--- src/rtl/MuxParam_pkg.sv ---
// Shared types for the mux stage and its round-robin feeder.
// Holds op codes, the memory control word, arbiter state and the rr_next golden pick.
package MuxParam_pkg;

  typedef enum logic [2:0] {
    OP_NOP   = 3'd0,
    OP_LOAD  = 3'd1,
    OP_STORE = 3'd2,
    OP_ADD   = 3'd3,
    OP_SUB   = 3'd4,
    OP_AND   = 3'd5,
    OP_OR    = 3'd6,
    OP_XOR   = 3'd7
  } op_codes_e_t;

  typedef struct packed {
    logic [7:0] addr;
    logic [1:0] size;
    logic       wr_en;
    logic       cacheable;
  } mem_ctl_st_t;

  typedef enum logic {
    EMPTY = 1'b0,
    FULL  = 1'b1
  } arb_state_e_t;

  localparam int unsigned RR_MAX_N = 64;

  // Round-robin winner among n requesters starting at ptr; returns ptr when nothing requests.
  function automatic int unsigned rr_next(input int unsigned n, input int unsigned ptr,
                                          input logic [RR_MAX_N-1:0] req);
    int unsigned idx;
    rr_next = ptr;
    // Walk from the farthest slot back to ptr so the nearest active slot is written last.
    for (int k = RR_MAX_N - 1; k >= 0; k--) begin
      if (k < int'(n)) begin
        idx = (ptr + k) % n;
        if (req[idx]) rr_next = idx;
      end
    end
  endfunction

endpackage

--- src/rtl/op_rr_arbiter_rr_pick.sv ---
// Combinational priority rotator: first active request at or after ptr, modulo 2**SEL.
module rr_pick import MuxParam_pkg::*; #(
  parameter int SEL = 2
) (
  input  logic [2**SEL-1:0] req,
  input  logic [SEL-1:0]    ptr,
  output logic [SEL-1:0]    winner,
  output logic              any
);

  localparam int N = 2**SEL;

  logic [SEL-1:0] idx;
  logic           found;

  // NOTE: every variable driven here gets a default first, so no path leaves it unassigned and no latch is inferred.
  always_comb begin
    winner = ptr;
    found  = 1'b0;
    idx    = '0;
    for (int k = 0; k < N; k++) begin
      idx = ptr + k[SEL-1:0];
      if (!found && req[idx]) begin
        winner = idx;
        found  = 1'b1;
      end
    end
  end

  assign any = |req;

endmodule

--- src/rtl/op_rr_arbiter.sv ---
// Round-robin arbiter feeding the mux stage, with a one-deep registered output and valid/ready.
// Optional OP_ARB_LOCK_EN adds a lock input that keeps priority on the granted source.
module op_rr_arbiter import MuxParam_pkg::*; #(
  parameter int SEL    = 2,
  parameter int RST_OP = 0
) (
  input  logic              clk,
  input  logic              rst_n,
  input  logic [2**SEL-1:0] req,
  input  op_codes_e_t       op_in  [2**SEL],
  input  mem_ctl_st_t       ctl_in [2**SEL],
  output logic [2**SEL-1:0] gnt,
  output logic [SEL-1:0]    sel,
  output logic              out_valid,
  input  logic              out_ready,
  output op_codes_e_t       out_op,
  output mem_ctl_st_t       out_ctl,
  output logic [SEL-1:0]    out_src
`ifdef OP_ARB_LOCK_EN
  ,
  input  logic              lock
`endif
);

  localparam logic [SEL-1:0] PTR_STEP = 1;

  arb_state_e_t   state_q, state_d;
  logic [SEL-1:0] ptr_q, ptr_d;
  logic [SEL-1:0] winner;
  logic           any;
  logic           can_load;
  logic           grant;
  logic           hold_ptr;

  rr_pick #(.SEL(SEL)) u_pick (
    .req    (req),
    .ptr    (ptr_q),
    .winner (winner),
    .any    (any)
  );

`ifdef OP_ARB_LOCK_EN
  assign hold_ptr = lock;
`else
  assign hold_ptr = 1'b0;
`endif

  assign can_load = (state_q == EMPTY) || out_ready;
  // Gated by rst_n so nothing is granted, or captured, while reset is held.
  assign grant    = rst_n && can_load && any;
  assign sel      = rst_n ? winner : '0;

  always_comb begin
    gnt = '0;
    if (grant) gnt[winner] = 1'b1;
  end

  always_comb begin
    ptr_d = ptr_q;
    if (grant) ptr_d = hold_ptr ? winner : winner + PTR_STEP;
  end

  always_comb begin
    state_d = state_q;
    case (state_q)
      EMPTY:   if (grant) state_d = FULL;
      FULL:    if (out_ready && !grant) state_d = EMPTY;
      default: state_d = EMPTY;
    endcase
  end

  // NOTE: sequential state uses non-blocking assignments so every register samples pre-edge values.
  always_ff @(posedge clk or negedge rst_n) begin
    if (!rst_n) begin
      state_q <= EMPTY;
      ptr_q   <= '0;
    end else begin
      state_q <= state_d;
      ptr_q   <= ptr_d;
    end
  end

  // The held entry changes only on a capture, so it stays stable under backpressure.
  always_ff @(posedge clk or negedge rst_n) begin
    if (!rst_n) begin
      out_op  <= op_codes_e_t'(RST_OP);
      out_ctl <= '0;
      out_src <= '0;
    end else if (grant) begin
      out_op  <= op_in[winner];
      out_ctl <= ctl_in[winner];
      out_src <= winner;
    end
  end

  assign out_valid = (state_q == FULL);

endmodule

--- config.mk ---
export PLATFORM = sky130hd
export DESIGN_NAME = op_rr_arbiter
export DESIGN_NICKNAME = d
export VERILOG_FILES = /design/src/rtl/MuxParam_pkg.sv /design/src/rtl/op_rr_arbiter_rr_pick.sv /design/src/rtl/op_rr_arbiter.sv
export SDC_FILE = /design/constraint.sdc
export NUM_CORES = 1
export LEC_CHECK = 0
export CAP_MARGIN = 0
export CORE_MARGIN = 2
export CORE_UTILIZATION = 39
export CTS_CLUSTER_SIZE = 30
export DETAILED_ROUTE_END_ITERATION = 12
export PLACE_DENSITY_LB_ADDON = 0.1
export SLEW_MARGIN = 20
export SYNTH_ARGS = -nofsm -noshare
export SYNTH_HDL_FRONTEND = slang
export SYNTH_SLANG_ARGS = --single-unit
--- constraint.sdc ---
create_clock -name clk -period 2.75 [get_ports clk]
set_clock_uncertainty 0.2 [all_clocks]
set_input_delay 0.4125 -clock clk [delete_from_list [all_inputs] [get_ports clk]]
set_output_delay 0.4125 -clock clk [all_outputs]
set_load 0.005 [all_outputs]
==> results.json <==
{
  "crit_top_cell": "clkdlybuf4s50_1",
  "switching_share_pct": 33.51,
  "fin_crit_ns": 2.662,
  "grt.total_usage_pct": 20.12,
  "drt_iter0_drc": 18,
  "pre_cts_ws_ns": -0.2304,
  "grt_pass1_vias": 1438,
  "outcome": "finished, final reports clean",
  "fin_hold_ws_ns": 0.3102,
  "rows": 21,
  "dp_hpwl_microns": 3247,
  "seq_area_frac_synth_pct": 35.27,
  "final_cell_mix": "clkdlybuf4s50_1 (83), mux2i_1 (30), nor2_1 (19), dfrtp_1 (19), buf_4 (14)",
  "synth_cells": 126,
  "cts_sinks": 20,
  "path_clk_slew_ns": 0.11,
  "p_int_mw": 1.133,
  "grt_pass1_wl_microns": 6555,
  "grt_setup_unrepaired": "false",
  "htreeDepth": 1,
  "cts-buffers-inserted": 3,
  "ys_warn_count": 0,
  "p_comb_share_pct": 56.5,
  "num_vias": 1388,
  "routed_wl_microns": 4140,
  "cts_root_buf": "clkbuf_4",
  "synth_top_family_by_area": "compound AO/OA/AOI/OAI gates",
  "final_core_util_pct": 72.56,
  "yosys.area_share.xor_xnor_pct": 0.6173,
  "cts_buffer_depth": 2,
  "antenna_left": 0,
  "cp_slowest_cell": "clkdlybuf4s50_1",
  "critPathLaunchType": "primary input",
  "worst_ep_required_time_ns": 2.14,
  "post-route-period-util_pct": 96.82,
  "dieWidth_microns": 64.32,
  "switchingPower_mw": 0.5711,
  "ys_types": 28,
  "synthMuxAreaShare_pct": 21.16,
  "gp_congestion": 0.8635,
  "syn_nets": 193,
  "p_leak_nw": 1.089,
  "initial_core_util_pct": 41.54,
  "slew_headroom_pct": 40.70,
  "synth_compound_area_share_pct": 21.34,
  "wl_per_cell_microns": 15.16,
  "clock_latency_ns": 0.29,
  "area_growth_pct": 74.69,
  "mostFrequentLayoutCell": "clkdlybuf4s50_1",
  "die_y_microns": 64.32,
  "crit_type": "primary input to primary output",
  "setup_viol_count_final": 0,
  "dr.pass1.iters": 4,
  "power.density_mw_per_mm2": 687.5,
  "synth-simple-area-share_pct": 12.17,
  "die_area_sq_mm": 0.004136,
  "numPortBuffers": 90,
  "pin_count": 91,
  "synth_seq_cells": 20,
  "endpoint_kind": "primary output",
  "p_seq_share_pct": 29.4,
  "clock_power_share_pct": 14.1,
  "layout-drive-gt1-share_pct": 21.15,
  "antenna_cells": 0,
  "remaining_drc_errors": 0,
  "finalPower_mw": 1.704,
  "synthesis.area_sq_mm": 0.001419,
  "synth_fa_ha_area_share_pct": 0,
  "fin_ws_ns": 0.08751,
  "fmax_mhz": 375.6,
  "worst_pin_slew_ns": 0.8886,
  "avgSynthCellArea_sq_um": 11.26,
  "vdd_drop_max_uv": 388.7,
  "hold_viol": 0,
  "setup_tns_ns": 0,
  "cts_tree": "done",
  "grt_max_degree": 19,
  "hold_path.class": "register to register",
  "maxCapViolCount": 0,
  "max_stage_delay_ns": 0.52,
  "cp.arrival_ns": 2.05,
  "path_cells": "clkdlybuf4s50_1 -> buf_4 -> o22ai_2 -> nand2_2 -> o211ai_4 -> nor3_2 -> clkdlybuf4s50_1",
  "slew_violations": 0,
  "vias_per_cell": 5.084,
  "antenna_found_initial": 0,
  "core_sq_mm": 0.003416,
  "overflow": 0,
  "nets": 295,
  "worstPathMaxFanout": 7
}
==> sequential cells by signal (all words and copies together) (netlist names) <==
register	count
out_op	3
ptr_q	2
out_ctl	12
out_valid	1
out_src	2
==> Yosys cell counts <==
cell	n	share of area [%]
and3_1	2	0.88
or2b_2	1	0.62
a21o_2	2	1.2
o211ai_2	1	0.88
nor2b_2	2	1.2
buf_12	2	2.8
a21boi_2	1	0.79
buf_6	4	3.2
o22ai_1	1	0.44
a221oi_1	5	3.1
mux2i_1	30	21
xnor2_1	1	0.62
o21ai_0	2	0.71
nor2_4	1	0.79
nand2_1	4	1.1
clkbuf_8	3	2.9
a221oi_2	10	11
dfrtp_1	20	35
nor3_1	3	1.1
nor2_1	19	5.0
nor2_2	1	0.44
a21bo_2	1	0.71
nand2b_1	1	0.44
inv_1	2	0.53
and2b_2	1	0.62
o21ai_1	1	0.35
o41ai_2	1	1.1
a21oi_1	4	1.4
==> power by group through the flow <==
stage	clock, mW	combinational (mW)	sequential (mW)
finish	0.241	0.962	0.501
global route	0.258	1.04	0.515
global placement	0	0.926	0.493
detailed placement	0	0.958	0.492
CTS	0.246	0.970	0.496
floorplan	0	0.548	0.497
==> cell type report <==
cell class / instances / area, sq um
fill: 267 / 937.1
inverter: 2 / 7.507
tap: 46 / 57.56
multi-input combinational: 95 / 833.3
timing repair buffer: 106 / 1026
clock buffer: 3 / 22.52
clock inverter: 1 / 30.03
sequential: 20 / 501.7
==> worst max-delay path: cells and delay by family <==
| kind | cells | cell delay, ns |
|---|---|---|
| buf+inv | 3 | 1.16 |
| simple gates | 2 | 0.27 |
| compound gates | 2 | 0.20 |
==> metal layers <==
| metal | vias to the layer above | track usage, % | part of all wire [%] |
|---|---|---|---|
| met5 | - | 0 | 0 |
| met4 | 0 | 6.383 | 0.56 |
| met3 | 4 | 4.577 | 7.5 |
| met2 | 63 | 36.33 | 52 |
| met1 | 639 | 23.41 | 40 |
| li1 | 682 | - | - |
==> cells by family (layout without fill, tap and decap cells) <==
logic type      after synthesis  in the layout
buf+inv                      11            112
simple gates                 35             35
flops                        20             20
xor+xnor                      1              1
compound gates               29             29
mux                          30             30
==> through the flow <==
step	area, sq um	cells
3_3_place_gp	2342	264
4_1_cts	2444	271
5_1_grt	2479	273
2_1_floorplan	1419	126
3_5_place_dp	2342	264
6_report	2479	273
==> path summary, 6_finish.rpt <==
check	from	endpoint	slack [ns]	depth (start not counted)
setup / recovery	req[1]	gnt[3]	0.09	7
hold / removal	out_src[1]$_DFFE_PN0P_	out_src[1]$_DFFE_PN0P_	0.31	1
setup reg to reg	ptr_q[0]$_DFFE_PN0P_	out_ctl[4]$_DFFE_PN0P_	0.39	6
hold reg to reg	out_src[1]$_DFFE_PN0P_	out_src[1]$_DFFE_PN0P_	0.31	1
max in group asynchronous	rst_n	ptr_q[1]$_DFFE_PN0P_	1.51	3
min in group asynchronous	rst_n	out_ctl[10]$_DFFE_PN0P_	0.48	3
==> repair_timing <==
action	in CTS	in global routing
resized for setup	13	6
endpoints found under the setup margin	5	2
setup buffers	3	0
hold endpoints to repair	0	20
hold buffers	0	2
pin swaps	2	1
gates cloned	0	0
Power figures use the tool's default switching activity.
